[src/rtl/dht11_pkg.sv]
// Shared types and constants for the DHT11 frame parser.
package dht11_pkg;

  typedef enum logic [2:0] {
    IDLE  = 3'd0,
    HUM_I = 3'd1,
    HUM_D = 3'd2,
    TMP_I = 3'd3,
    TMP_D = 3'd4,
    CHK   = 3'd5
  } state_t;

  localparam logic [7:0] SYNC_BYTE_DEF = 8'hAA;
  localparam int         FRAME_LEN     = 6;

  typedef struct packed {
    logic [7:0] hum_int;
    logic [7:0] hum_dec;
    logic [7:0] temp_int;
    logic [7:0] temp_dec;
  } reading_t;

  // DHT11 checksum: 8-bit wrapping sum of the four data bytes
  function automatic logic [7:0] frame_sum(reading_t r);
    logic [7:0] s;
    s = r.hum_int + r.hum_dec + r.temp_int + r.temp_dec;
    return s;
  endfunction

endpackage

[src/rtl/dht11_frame_parser_if.sv]
// Byte-in / reading-out bundle between the UART receiver, the parser and its consumers.
interface dht11_frame_parser_if;
  logic [7:0] rx_data;
  logic       rx_done;
  logic [7:0] hum_int;
  logic [7:0] hum_dec;
  logic [7:0] temp_int;
  logic [7:0] temp_dec;
  logic       frame_valid;
  logic       chksum_err;
  logic       timeout_err;
  logic [7:0] err_count;
  logic       busy;

  modport master (
    output rx_data, rx_done,
    input  hum_int, hum_dec, temp_int, temp_dec,
    input  frame_valid, chksum_err, timeout_err, err_count, busy
  );

  modport slave (
    input  rx_data, rx_done,
    output hum_int, hum_dec, temp_int, temp_dec,
    output frame_valid, chksum_err, timeout_err, err_count, busy
  );
endinterface

[src/rtl/dht11_timeout_ctr.sv]
// Inter-byte watchdog: counts while enabled, flags expiry at TIMEOUT_CYCLES-1.
module dht11_timeout_ctr #(
  parameter int TIMEOUT_CYCLES = 20_000,
  parameter int CNT_W          = 16
) (
  input  logic clk,
  input  logic rst,
  input  logic clear,
  input  logic enable,
  output logic expire
);

  localparam logic [CNT_W-1:0] LAST = CNT_W'(TIMEOUT_CYCLES - 1);

  logic [CNT_W-1:0] cnt;

  always_ff @(posedge clk or posedge rst) begin
    if (rst) begin
      cnt <= '0;
    end else if (clear) begin
      cnt <= '0;
    end else if (enable && (cnt != LAST)) begin
      cnt <= cnt + 1'b1;
    end
  end

  assign expire = enable && (cnt == LAST);

endmodule

[src/rtl/dht11_frame_parser.sv]
// Assembles sync + 4 data + checksum byte frames from the UART stream and latches valid readings.
module dht11_frame_parser
  import dht11_pkg::*;
#(
  parameter logic [7:0] SYNC_BYTE      = SYNC_BYTE_DEF,
  parameter int         TIMEOUT_CYCLES = 20_000,
  parameter int         CNT_W          = 16
) (
  input  logic                 clk,
  input  logic                 rst,
  dht11_frame_parser_if.slave  bus
);

  state_t     state;
  reading_t   frame_buf;
  reading_t   reading;
  logic       frame_valid_r;
  logic       chksum_err_r;
  logic       timeout_err_r;
  logic [7:0] err_count_r;
  logic       expire;

  dht11_timeout_ctr #(
    .TIMEOUT_CYCLES (TIMEOUT_CYCLES),
    .CNT_W          (CNT_W)
  ) u_timeout (
    .clk    (clk),
    .rst    (rst),
    .clear  (bus.rx_done || (state == IDLE)),
    .enable (state != IDLE),
    .expire (expire)
  );

  always_ff @(posedge clk or posedge rst) begin
    if (rst) begin
      state         <= IDLE;
      frame_buf     <= '0;
      reading       <= '0;
      frame_valid_r <= 1'b0;
      chksum_err_r  <= 1'b0;
      timeout_err_r <= 1'b0;
      err_count_r   <= '0;
    end else begin
      frame_valid_r <= 1'b0;
      chksum_err_r  <= 1'b0;
      timeout_err_r <= 1'b0;
      // An arriving byte takes priority over a simultaneous timeout expiry
      if (bus.rx_done) begin
        case (state)
          IDLE: begin
            if (bus.rx_data == SYNC_BYTE) state <= HUM_I;
          end
          HUM_I: begin
            frame_buf.hum_int <= bus.rx_data;
            state             <= HUM_D;
          end
          HUM_D: begin
            frame_buf.hum_dec <= bus.rx_data;
            state             <= TMP_I;
          end
          TMP_I: begin
            frame_buf.temp_int <= bus.rx_data;
            state              <= TMP_D;
          end
          TMP_D: begin
            frame_buf.temp_dec <= bus.rx_data;
            state              <= CHK;
          end
          CHK: begin
            if (bus.rx_data == frame_sum(frame_buf)) begin
              reading       <= frame_buf;
              frame_valid_r <= 1'b1;
            end else begin
              chksum_err_r <= 1'b1;
              if (err_count_r != 8'hFF) err_count_r <= err_count_r + 8'd1;
            end
            frame_buf <= '0;
            state     <= IDLE;
          end
          default: state <= IDLE;
        endcase
      end else if (expire) begin
        timeout_err_r <= 1'b1;
        if (err_count_r != 8'hFF) err_count_r <= err_count_r + 8'd1;
        frame_buf <= '0;
        state     <= IDLE;
      end
    end
  end

  assign bus.hum_int     = reading.hum_int;
  assign bus.hum_dec     = reading.hum_dec;
  assign bus.temp_int    = reading.temp_int;
  assign bus.temp_dec    = reading.temp_dec;
  assign bus.frame_valid = frame_valid_r;
  assign bus.chksum_err  = chksum_err_r;
  assign bus.timeout_err = timeout_err_r;
  assign bus.err_count   = err_count_r;
  assign bus.busy        = (state != IDLE);

endmodule

[src/flat_wrapper.sv]
// flat-port wrapper written by rule: the top's interface ports become plain ports
module dht11_frame_parser_flat import dht11_pkg::*;
#(
  parameter logic [7:0] SYNC_BYTE      = SYNC_BYTE_DEF,
  parameter int         TIMEOUT_CYCLES = 20_000,
  parameter int         CNT_W          = 16
)
  (clk, rst, bus_rx_data, bus_rx_done, bus_hum_int, bus_hum_dec, bus_temp_int, bus_temp_dec, bus_frame_valid, bus_chksum_err, bus_timeout_err, bus_err_count, bus_busy);
  dht11_frame_parser_if bus_i ();
  input  logic clk;
  input  logic rst;
  input wire logic [$bits(bus_i.rx_data)-1:0] bus_rx_data;
  input wire logic [$bits(bus_i.rx_done)-1:0] bus_rx_done;
  output wire logic [$bits(bus_i.hum_int)-1:0] bus_hum_int;
  output wire logic [$bits(bus_i.hum_dec)-1:0] bus_hum_dec;
  output wire logic [$bits(bus_i.temp_int)-1:0] bus_temp_int;
  output wire logic [$bits(bus_i.temp_dec)-1:0] bus_temp_dec;
  output wire logic [$bits(bus_i.frame_valid)-1:0] bus_frame_valid;
  output wire logic [$bits(bus_i.chksum_err)-1:0] bus_chksum_err;
  output wire logic [$bits(bus_i.timeout_err)-1:0] bus_timeout_err;
  output wire logic [$bits(bus_i.err_count)-1:0] bus_err_count;
  output wire logic [$bits(bus_i.busy)-1:0] bus_busy;
  assign bus_i.rx_data = bus_rx_data;
  assign bus_i.rx_done = bus_rx_done;
  assign bus_hum_int = bus_i.hum_int;
  assign bus_hum_dec = bus_i.hum_dec;
  assign bus_temp_int = bus_i.temp_int;
  assign bus_temp_dec = bus_i.temp_dec;
  assign bus_frame_valid = bus_i.frame_valid;
  assign bus_chksum_err = bus_i.chksum_err;
  assign bus_timeout_err = bus_i.timeout_err;
  assign bus_err_count = bus_i.err_count;
  assign bus_busy = bus_i.busy;
  dht11_frame_parser #(.SYNC_BYTE(SYNC_BYTE), .TIMEOUT_CYCLES(TIMEOUT_CYCLES), .CNT_W(CNT_W)) u_core (.clk(clk), .rst(rst), .bus(bus_i));
endmodule
[config.mk]
export PLATFORM = sky130hd
export DESIGN_NAME = dht11_frame_parser_flat
export DESIGN_NICKNAME = d
export VERILOG_FILES = /design/src/rtl/dht11_pkg.sv /design/src/rtl/dht11_frame_parser_if.sv /design/src/rtl/dht11_timeout_ctr.sv /design/src/rtl/dht11_frame_parser.sv /design/src/flat_wrapper.sv
export SDC_FILE = /design/constraint.sdc
export NUM_CORES = 1
export LEC_CHECK = 0
export CORE_AREA = 5 5 131 133
export CTS_CLUSTER_SIZE = 40
export DETAILED_ROUTE_END_ITERATION = 6
export DIE_AREA = 0 0 136 138
export PLACE_DENSITY_LB_ADDON = 0.15
export SYNTH_ARGS = -nofsm -noshare
export SYNTH_HDL_FRONTEND = slang
export SYNTH_HIERARCHICAL = 1
export SYNTH_SLANG_ARGS = --single-unit
[constraint.sdc]
create_clock -name clk -period 9.7 [get_ports clk]
set_clock_uncertainty 0.2 [all_clocks]
set_input_delay 1.94 -clock clk [delete_from_list [all_inputs] [get_ports clk]]
set_output_delay 1.94 -clock clk [all_outputs]
set_load 0.02 [all_outputs]
Yosys cells after proc, flatten, opt, wreduce, memory -nomap -nowiden
Index checks and enable logic that the tools add are counted.

storage, ports and cells
  register bits = 94
  input bits = 11
  output and inout port bits = 44
  word-level logic and storage cells = 75

operators by class
  add/sub/neg operators = 5
  equality and inequality tests = 17
  muxes and demuxes = 25
  reductions and logical operators = 14

operators with widths
  cell                                                                       number
  32-bit two-way mux                                                         2
  8-bit case mux with 2 select lines                                         4
  8-bit two-way mux                                                          5
  16-bit two-way mux                                                         2
  8-bit adder                                                                3
  16-bit by 1-bit adder with 16-bit output, second input constant            1
  16-bit by 15-bit equality test with 1-bit output, second input constant    1
  16-bit by 15-bit inequality test with 1-bit output, second input constant  1
  3-bit case mux with 5 select lines                                         1
  3-bit by 1-bit inequality test with 1-bit output, second input constant    4
  2-bit AND reduction                                                        5
  3-bit two-way mux                                                          3
  8-bit by 1-bit adder with 8-bit output, second input constant              1
  8-bit equality test                                                        1
  8-bit equality test, second input constant                                 1
  1-bit two-way mux                                                          8
  8-bit inequality test, second input constant                               1
  3-bit by 2-bit equality test with 1-bit output, second input constant      2
  3-bit equality test, second input constant                                 2
  3-bit AND reduction                                                        2
  2-bit nonzero test                                                         2
  3-bit by 1-bit equality test with 1-bit output, second input constant      1
  3-bit logical NOT                                                          1
  3-bit inequality test, second input constant                               1
  5 further kinds                                                            6

Longest topological paths before layout
Gate-level depths: netlist of the first run.

  depth in word-level cells = 7
  gate-level depth with buffers = 15
  gate-level depth less buffers = 14

By module
Netlist of the first run, hierarchy kept.

modules (own cells, without submodules)
  module              times used  cells each  area an instance (µm²)
  dht11_frame_parser  1           310         3813.7
  dht11_timeout_ctr   1           88          869.6

Worst setup path before layout of the first run
Ideal clock, no wire load.

  path kind = input-to-reg
  from = input bus_rx_data[7]
  to = register u_core/bus.hum_dec[0] (netlist name)
  setup time = 0.127 ns
  data arrival time = 3.878 ns
  data required time = 9.373 ns
  path slack = 5.495 ns
  cell stages on the path = 8
  path buffers = 2
  path through = xnor3_1 > xnor3_1 > or3_4 > a2111oi_4 > and3_1 > buf_4 > buf_6 > mux2_1

on the way
  word-level cells in the longest chain between the ends = 2

ends and longest elaborated chain
  element                               line                      RTL
  from (decl)                           flat_wrapper.sv:12        input wire logic [$bits(bus_i.rx_data)-1:0] bus_rx_data;
  8-bit equality test                   dht11_frame_parser.sv:70  if (bus.rx_data == frame_sum(frame_buf)) begin
  3-bit AND reduction (no source line)  --

Every way passes these cells.
A chain may end at the register's enable or synchronous reset.

Worst setup path in the final report of the first run
  from = input bus_rx_data[7]
  to = register u_core/bus.hum_int[5] (netlist name)

on the way
  word-level cells in the longest chain between the ends = 2

ends and longest elaborated chain
  element                               line
  8-bit equality test                   dht11_frame_parser.sv:70
  3-bit AND reduction (no source line)  --

Every way passes these cells.

==> impl_metrics.toml, run 1 <==
[routing]
drt_iter0_markers = 70
via_count = 3128
detail_route.wl_per_cell_um = 15.6
drt.antenna.violating_nets = 0
drt-vias-per-instance = 4.63
drt-pass1-iter-count = 4
drt_wl_total_mm = 10.6
post-route-drc-count = 0

[layout]
synthToLayoutAreaGrowth_pct = 22.6
final-seq-area_mm2 = 0.00235
layout-drive-gt1-share_pct = 9.80
multi_input_area_mm2 = 0.00219
stdcell_count = 675
finalInstanceArea_mm2 = 0.00574
antenna_cells_inserted = 0
filler_cell_count_in_the_final_layout = 1577
finalNetCount = 489

[clock_network]
clkLatencyLatePin_ns = 0.35
cts_tree = "done"
post_cts_resized = 0
clkSinkCount = 94
clock_tree.htree_level_count = 3
cts.reportedPaths.clkPinSlew_ns = 0.07
tritoncts.num_buffers = 9
clockBufferDepth = 2
post_cts_setup_bufs = 0
cts.hold.buffers_added = 0
clock_tree.root_cell = "sky130_fd_sc_hd__clkbuf_16"

[placement]
numPlacedInstances = 660
final_gp_congestion = 0.808
placed_cell_area_mm2 = 0.00545
detailedPlace.worstSlack_ns = 4.49
hpwlAfterDp_mm = 7.64
io_buffer_count = 54

[setup_path]
worstReg2RegStart = "u_core/frame_buf[1]$_DFFE_PP0P_"
timing.critical_path.required_ns = 9.73
timing.critical_path.fanout_max = 31
critical_path.startpoint_type = "input pin"
rr_worst_depth = 14
timing.rr.end = "u_core/bus.hum_int[5]$_DFFE_PP0P_"
worst_ep_arrival_time_ns = 4.87
worst_setup_path_type = "input pin to register"
endpoint_type_of_the_worst_setup_path = "register"
ff2ff_setup_slack_ns = 5.00
origin_of_the_worst_setup_path = "bus_rx_data[7]"

[sta]
totalNegativeSetupSlack_ns = 0
worst-slew-pin-transition_ns = 1.24
grt_setup_unrepaired = "no"
hold_viol = 0
period_needed_ns = 4.84
number_of_failing_setup_endpoints_in_the_final_timing_report = 0
postLayoutSetupSlackWorst_ns = 4.86
slew_headroom_pct = 17.3
timing.final.max_slew_violations = 0
post-route-period-util_pct = 49.9
maxClockFrequency_mhz = 207

[pwr]
static-leakage-power_nw = 2.55
power.density_mw_per_mm2 = 273
worst_ir_drop_vdd_v = 0.000122
power.combinational.fraction_pct = 44.2
clock_power_share_pct = 22.4
power.share.switching_pct = 37.6
seqPwrFrac_pct = 33.4
total_power_mw = 1.57
switchingPower_uw = 589
p_int_uw = 977

[synth]
postSynth.asyncResetShare_pct = 100
syn_avg_cell_area_um2 = 11.8
synthesis.yosys.warnings = 6
synth_most_common_cell = "sky130_fd_sc_hd__dfrtp_1"
synth_area_mm2 = 0.00468
synth_largest_type_area_fraction_pct = 50.2
ys_seq_area_share_pct = 50.2
netlist_top_cells_count = "94 x sky130_fd_sc_hd__dfrtp_1, 40 x sky130_fd_sc_hd__nand2_1, 29 x sky130_fd_sc_hd__mux2_1"
synth_area_leaders = "sky130_fd_sc_hd__dfrtp_1 50%, sky130_fd_sc_hd__mux2_1 7.0%, sky130_fd_sc_hd__fa_1 6.0%"
post_synth_edffs = 0
seq_cells_post_synth = 94
yosys.cell_types.count = 49
yosysTopAreaCell = "sky130_fd_sc_hd__dfrtp_1"
postSynth.topFlopCell = "sky130_fd_sc_hd__dfrtp_1"
mappedNetlistNets = 432
cells_after_synthesis = 398

[global_routing]
grt_use_total_pct = 12.2
maximum_number_of_pins_on_one_net_before_global_route_repair = 79
via_count_of_the_first_global_routing_pass = 3325
grt_first_pass_wirelength_mm = 17.9
global_route_congestion_overflow_total = 0
grt_antenna_before_repair = 0

[floorplan]
die_area_mm2 = 0.0188
design.core.area_mm2 = 0.0157
initial_core_util_pct = 29.8
placementRows = 46
chipWidth_um = 136
die_y_um = 138
top_level_ports = 55

[run]
max_cap_viol_count = 0

[min_path]
hold_path.startpoint = "u_core/bus.temp_dec[2]$_DFFE_PP0P_"
timing.hold.worst_endpoint = "u_core/bus.temp_dec[2]$_DFFE_PP0P_"
timing.hold.worst_path_depth = 1
timing.hold.worst.class = "register to register"

[status]
status = "finished, final reports clean"
==> state kept, by name, summed over array words and instances (netlist names) <==
name                    count
u_core/bus.frame_valid      1
u_core/bus.temp_dec         8
u_core/bus.timeout_err      1
u_core/bus.hum_int          8
u_core/bus.temp_int         8
u_core/state                3
u_core/bus.hum_dec          8
u_core/u_timeout/cnt       16
u_core/bus.chksum_err       1
u_core/frame_buf           32
u_core/bus.err_count        8
==> critical path, stage by stage <==
cell,delay [ns]
sky130_fd_sc_hd__clkdlybuf4s50_1,0.59
sky130_fd_sc_hd__xnor3_1,0.26
sky130_fd_sc_hd__xnor3_1,0.20
sky130_fd_sc_hd__or3_4,0.41
sky130_fd_sc_hd__a2111oi_4,0.41
sky130_fd_sc_hd__and3_1,0.26
sky130_fd_sc_hd__buf_4,0.40
sky130_fd_sc_hd__mux2_2,0.38
==> per-layer routing <==
metal | wire length, um | global-route usage [%]
met4 | 125 | 3.40
met3 | 509 | 4.28
met2 | 5220 | 19.7
met5 | 0 | 0
met1 | 4700 | 15.4
==> worst max path at each step <==
stage,to,slack (ns),cells past startpoint
finish,u_core/bus.hum_int[5]$_DFFE_PP0P_,4.86,8
global route,u_core/bus.temp_int[0]$_DFFE_PP0P_,4.67,14
CTS,u_core/bus.hum_dec[3]$_DFFE_PP0P_,4.86,8
detailed placement,u_core/bus.hum_dec[3]$_DFFE_PP0P_,4.49,8
global placement,u_core/bus.hum_int[5]$_DFFE_PP0P_,4.58,8
floorplan,u_core/bus.hum_dec[0]$_DFFE_PP0P_,5.49,8
==> stage by stage <==
step | util, % | hold slack, ns
after floorplan | - | 0.264
after global placement | 34.7 | 0.268
after detailed placement | 34.7 | 0.277
after CTS | 36.5 | 0.292
after global routing | 36.5 | 0.304
final | 36.5 | 0.284
==> power by group through the flow <==
stage | registers [mW] | clock network [mW] | logic (mW)
floorplan | 0.512 | 0 | 0.552
detailed placement | 0.533 | 0 | 0.694
global route | 0.536 | 0.383 | 0.777
finish | 0.523 | 0.351 | 0.692
global placement | 0.532 | 0 | 0.680
CTS | 0.526 | 0.365 | 0.700
==> cell usage in the layout (no fill, tap or decap), drive strengths merged, types with 3 or more instances in the layout <==
cell type	instances
xnor2	19
nand4	6
or3	5
nor4	3
buf	3
inv	18
dfrtp	94
a21oi	10
mux2	47
nor2	21
ha	9
nand2	40
clkinv	3
xor2	8
and2	6
nand2b	4
fa	14
nor4bb	3
nand3	12
clkdlybuf4s50	54
clkbuf	11
or4	5
nor3	4
o21ai	28
and3	3
==> final cells by class <==
class	instances	area share (%)
flip-flops and latches	94	41.0
multi-input cells	274	38.2
repair buffers	57	9.81
well taps	216	4.71
clock buffers	11	4.23
inverters	19	1.26
clock inverters	4	0.828
==> logic make-up after synthesis <==
group           synth area share (%)
compound gates                  6.89
xor+xnor                        6.01
fa+ha+maj                       8.39
buf+inv                         2.97
flops                           50.2
mux                             11.7
simple gates                    13.8
(Power assumes the default switching activity.)
==> inputs of run 2 (changes only) <==
- clock period: 9.7 -> 4.9 ns (I/O delays scaled with it)
==> impl_metrics.toml, run 2 (same netlist as run 1, synthesis figures left out) <==
[floorplan]
die_area_mm2 = 0.0188
chipWidth_um = 136
placementRows = 46
design.core.area_mm2 = 0.0157
die_y_um = 138
initial_core_util_pct = 29.8
top_level_ports = 55

[routing]
drt_iter0_markers = 105
drt_wl_total_mm = 10.5
drt-vias-per-instance = 4.63
drt-pass1-iter-count = 4
drt.antenna.violating_nets = 0
via_count = 3123
post-route-drc-count = 0
detail_route.wl_per_cell_um = 15.6

[clock_network]
clock_tree.htree_level_count = 3
tritoncts.num_buffers = 9
post_cts_setup_bufs = 0
post_cts_resized = 0
cts_tree = "done"
clock_tree.root_cell = "sky130_fd_sc_hd__clkbuf_16"
clkLatencyLatePin_ns = 0.34
clkSinkCount = 94
clockBufferDepth = 2
cts.hold.buffers_added = 0
cts.reportedPaths.clkPinSlew_ns = 0.06

[sta]
number_of_failing_setup_endpoints_in_the_final_timing_report = 0
totalNegativeSetupSlack_ns = 0
period_needed_ns = 4.51
maxClockFrequency_mhz = 222
post-route-period-util_pct = 92.1
grt_setup_unrepaired = "no"
timing.final.max_slew_violations = 0
postLayoutSetupSlackWorst_ns = 0.387
hold_slack_ns = 0.282
worst-slew-pin-transition_ns = 1.01
slew_headroom_pct = 32.8
hold_viol = 0

[pwr]
total_power_mw = 3.06
static-leakage-power_nw = 2.55
power.density_mw_per_mm2 = 532
worst_ir_drop_vdd_v = 0.000336

[setup_path]
endpoint_type_of_the_worst_setup_path = "register"
origin_of_the_worst_setup_path = "u_core/frame_buf[1]$_DFFE_PP0P_"
worst_ep_arrival_time_ns = 4.54
timing.critical_path.fanout_max = 31
critical_path.top_delay_family = "adder cells"
critical-path-max-stage-delay_ns = 0.55
critical_path.startpoint_type = "register"
cp.buffers_inverters = 4
worst_setup_path_type = "register to register"
worstReg2RegStart = "u_core/frame_buf[1]$_DFFE_PP0P_"
crit_path_top_delay_cell = "sky130_fd_sc_hd__fa_1"
cp_cell_sequence = "fa_1 > inv_1 > fa_1 > inv_1 > ha_1 > inv_1 > fa_1 > nand2b_1 > a211oi_1 > o21ai_0 > a2111oi_4 > and3_1 > buf_12 > mux2_1"
timing.critical_path.required_ns = 4.92

[placement]
detailedPlace.worstSlack_ns = 0.411
io_buffer_count = 54
hpwlAfterDp_mm = 7.61
placed_cell_area_mm2 = 0.00547
final_gp_congestion = 0.792
numPlacedInstances = 661

[global_routing]
maximum_number_of_pins_on_one_net_before_global_route_repair = 57
via_count_of_the_first_global_routing_pass = 3386
grt_first_pass_wirelength_mm = 17.9
grt_use_total_pct = 12.0
grt_antenna_before_repair = 0
global_route_congestion_overflow_total = 0

[layout]
layout-drive-gt1-share_pct = 9.37
largest_regs = "u_core/frame_buf x32, u_core/u_timeout/cnt x16"
synthToLayoutAreaGrowth_pct = 22.6
top_register = "u_core/frame_buf"
number_of_flip_flops_under_the_largest_register_name = 32
finalNetCount = 490
utilization_pct = 36.5
final_common_cell = "sky130_fd_sc_hd__dfrtp_1"
antenna_cells_inserted = 0
finalInstanceArea_mm2 = 0.00574
layout.cells.most_common_list = "94 x sky130_fd_sc_hd__dfrtp_1, 54 x sky130_fd_sc_hd__clkdlybuf4s50_1, 40 x sky130_fd_sc_hd__nand2_1"
stdcell_count = 675

[min_path]
hold_path.startpoint = "u_core/bus.temp_int[0]$_DFFE_PP0P_"
timing.hold.worst.class = "register to register"

[status]
status = "finished, final reports clean"

[run]
max_cap_viol_count = 0
-- run 2: path summary, 6_finish.rpt --
path	slack (ns)	endpoint	cells after the start
max	0.39	u_core/bus.hum_dec[4]$_DFFE_PP0P_	14
min	0.28	u_core/bus.temp_int[0]$_DFFE_PP0P_	1
max reg2reg	0.39	u_core/bus.hum_dec[4]$_DFFE_PP0P_	14
min reg2reg	0.28	u_core/bus.temp_int[0]$_DFFE_PP0P_	1
max in group asynchronous	2.63	u_core/frame_buf[12]$_DFFE_PP0P_	3
min in group asynchronous	0.89	u_core/u_timeout/cnt[8]$_DFFE_PP0P_	2
-- run 2: layer usage --
metal	wire, um	vias up	GRT usage (%)	share of wire, %
met3	397	11	3.16	3.8
met2	5160	55	19.6	49
met1	4800	1556	15.5	46
met4	156	0	3.55	1.5
met5	0	-	0	0
li1	-	1501	-	-
-- run 2: final cells by class --
class                   instances  area, um2
well taps                     216        270
clock inverters                 2       35.0
repair buffers                 58        583
inverters                      19       72.6
fillers                      1544       9970
multi-input cells             274       2190
flip-flops and latches         94       2350
clock buffers                  12        236
-- run 2: power breakdown --
| group | total [mW] | switching [mW] | internal [mW] |
|---|---|---|---|
| clock | 0.666 | 0.276 | 0.389 |
| sequential | 1.03 | 0.135 | 0.899 |
| combinational | 1.36 | 0.720 | 0.636 |
-- run 2: worst register-to-register path, stage by stage, from the launching register on --
cell,delay (ns)
sky130_fd_sc_hd__dfrtp_1,0.41
sky130_fd_sc_hd__fa_1,0.55
sky130_fd_sc_hd__inv_1,0.06
sky130_fd_sc_hd__fa_1,0.45
sky130_fd_sc_hd__inv_1,0.07
sky130_fd_sc_hd__ha_1,0.17
sky130_fd_sc_hd__inv_1,0.06
sky130_fd_sc_hd__fa_1,0.39
sky130_fd_sc_hd__nand2b_1,0.18
sky130_fd_sc_hd__a211oi_1,0.27
sky130_fd_sc_hd__o21ai_0,0.21
sky130_fd_sc_hd__a2111oi_4,0.45
sky130_fd_sc_hd__and3_1,0.33
sky130_fd_sc_hd__buf_12,0.24
sky130_fd_sc_hd__mux2_1,0.36
==> inputs of run 3 (changes only) <==
- CORE_AREA: 5 5 131 133 -> 5 5 99 101
- DIE_AREA: 0 0 136 138 -> 0 0 104 106
- SKIP_LAST_GASP: default -> 1
==> impl_metrics.toml, run 3 (same netlist as run 1, synthesis figures left out) <==
[status]
status = "finished, final reports clean"

[routing]
drt.antenna.violating_nets = 0
via_count = 3109
drt_iter0_markers = 97
post-route-drc-count = 0
drt-pass1-iter-count = 6
drt_wl_total_mm = 9.27
drt-vias-per-instance = 5.42
detail_route.wl_per_cell_um = 16.1

[layout]
final_common_cell = "sky130_fd_sc_hd__dfrtp_1"
layout.cells.most_common_list = "94 x sky130_fd_sc_hd__dfrtp_1, 54 x sky130_fd_sc_hd__clkdlybuf4s50_1, 40 x sky130_fd_sc_hd__nand2_1"
layout-drive-gt1-share_pct = 10.6
largest_regs = "u_core/frame_buf x32, u_core/u_timeout/cnt x16"
number_of_flip_flops_under_the_largest_register_name = 32
antenna_cells_inserted = 0
top_register = "u_core/frame_buf"
synthToLayoutAreaGrowth_pct = 18.3
stdcell_count = 574
finalNetCount = 492

[sta]
hold_viol = 0
totalNegativeSetupSlack_ns = 0
maxClockFrequency_mhz = 229
timing.final.max_slew_violations = 0
slew_headroom_pct = 46.9
hold_slack_ns = 0.289
number_of_failing_setup_endpoints_in_the_final_timing_report = 0
grt_setup_unrepaired = "no"
period_needed_ns = 4.37
post-route-period-util_pct = 89.2
worst-slew-pin-transition_ns = 0.793

[global_routing]
grt_use_total_pct = 17.9
global_route_congestion_overflow_total = 0
via_count_of_the_first_global_routing_pass = 3270
maximum_number_of_pins_on_one_net_before_global_route_repair = 39
grt_first_pass_wirelength_mm = 16.1
grt_antenna_before_repair = 0

[setup_path]
worst_setup_path_type = "register to register"
endpoint_type_of_the_worst_setup_path = "register"
critical_path.startpoint_type = "register"
timing.critical_path.fanout_max = 17
timing.critical_path.required_ns = 4.95
worst_ep_arrival_time_ns = 4.42

[placement]
io_buffer_count = 54
final_gp_congestion = 0.846
numPlacedInstances = 558
hpwlAfterDp_mm = 6.86

[run]
max_cap_viol_count = 0

[pwr]
worst_ir_drop_vdd_v = 0.000319
static-leakage-power_nw = 2.52
power.density_mw_per_mm2 = 524
clock_power_share_pct = 17.7
power.share.switching_pct = 38.6
p_int_mw = 1.78
seqPwrFrac_pct = 35.4
power.combinational.fraction_pct = 46.9
switchingPower_mw = 1.12
total_power_mw = 2.90

[floorplan]
chipWidth_um = 104
placementRows = 35
die_y_um = 106
design.core.area_mm2 = 0.00893
top_level_ports = 55
initial_core_util_pct = 52.4
die_area_mm2 = 0.0110

[clock_network]
clock_tree.root_cell = "sky130_fd_sc_hd__clkbuf_8"
post_cts_setup_bufs = 0
clockBufferDepth = 2
cts.reportedPaths.clkPinSlew_ns = 0.09
cts.hold.buffers_added = 0
clkSinkCount = 94
post_cts_resized = 0
cts_tree = "done"
clkLatencyLatePin_ns = 0.36
clock_tree.htree_level_count = 3
tritoncts.num_buffers = 9

[min_path]
timing.hold.worst.class = "register to register"
-- run 3: cell count changes in the layout (fill, tap and decap cells not counted), moves of 2 or more --
cell	previous run	this run
sky130_fd_sc_hd__buf_4	3	6
sky130_fd_sc_hd__clkbuf_16	9	0
sky130_fd_sc_hd__clkbuf_8	0	10
sky130_fd_sc_hd__clkbuf_1	3	1
sky130_fd_sc_hd__clkinvlp_4	0	2
-- run 3: stage by stage --
| step | util, % | area [um2] | setup WS [ns] |
|---|---|---|---|
| after floorplan | - | 4680 | 0.857 |
| after global placement | 59.8 | 5340 | 0.686 |
| after detailed placement | 59.8 | 5340 | 0.540 |
| after CTS | 62.0 | 5540 | 0.517 |
| after global routing | 62.0 | 5540 | 0.194 |
| final | 62.0 | 5540 | 0.531 |
-- run 3: layer usage --
| metal | track usage (%) | vias up | wire, um |
|---|---|---|---|
| li1 | - | 1498 | - |
| met1 | 23.6 | 1530 | 4140 |
| met2 | 29.8 | 70 | 4600 |
| met3 | 3.64 | 11 | 374 |
| met4 | 5.92 | 0 | 160 |
| met5 | 0 | - | 0 |
-- run 3: final timing paths --
kind                                                    from                                   end  slack, ns  cells after the start
setup / recovery             u_core/frame_buf[1]$_DFFE_PP0P_     u_core/bus.hum_int[5]$_DFFE_PP0P_       0.53                     14
hold / removal             u_core/bus.hum_int[2]$_DFFE_PP0P_     u_core/bus.hum_int[2]$_DFFE_PP0P_       0.29                      1
setup reg to reg             u_core/frame_buf[1]$_DFFE_PP0P_     u_core/bus.hum_int[5]$_DFFE_PP0P_       0.53                     14
hold reg to reg            u_core/bus.hum_int[2]$_DFFE_PP0P_     u_core/bus.hum_int[2]$_DFFE_PP0P_       0.29                      1
max in group asynchronous                                rst      u_core/frame_buf[24]$_DFFE_PP0P_       2.81                      3
min in group asynchronous                                rst  u_core/u_timeout/cnt[15]$_DFFE_PP0P_       0.85                      2
-- run 3: cell type report --
type	count	area, um2
Inverter	19	71.3
Clock inverter	5	58.8
Timing Repair Buffer	60	586
Clock buffer	11	141
Multi-Input combinational cell	274	2190
Sequential cell	94	2350
Fill cell	722	3390
Tap cell	111	139
-- run 3: worst max-delay path, stage by stage, from the launching register on --
cell and delay, ns:
sky130_fd_sc_hd__dfrtp_1 0.42, sky130_fd_sc_hd__fa_1 0.55, sky130_fd_sc_hd__inv_1 0.05, sky130_fd_sc_hd__fa_1 0.44
sky130_fd_sc_hd__inv_1 0.08, sky130_fd_sc_hd__ha_1 0.16, sky130_fd_sc_hd__inv_1 0.06, sky130_fd_sc_hd__fa_1 0.39
sky130_fd_sc_hd__nand2b_1 0.17, sky130_fd_sc_hd__a211oi_1 0.28, sky130_fd_sc_hd__o21ai_0 0.20, sky130_fd_sc_hd__a2111oi_4 0.39
sky130_fd_sc_hd__and3_1 0.24, sky130_fd_sc_hd__buf_4 0.26, sky130_fd_sc_hd__mux2_2 0.37
-- run 3: power groups by stage --
| stage | clock network, mW | registers, mW | logic, mW |
|---|---|---|---|
| detailed placement | 0 | 1.05 | 1.36 |
| floorplan | 0 | 1.01 | 1.09 |
| CTS | 0.529 | 1.03 | 1.37 |
| global placement | 0 | 1.05 | 1.31 |
| finish | 0.515 | 1.03 | 1.36 |
| global route | 0.562 | 1.05 | 1.54 |
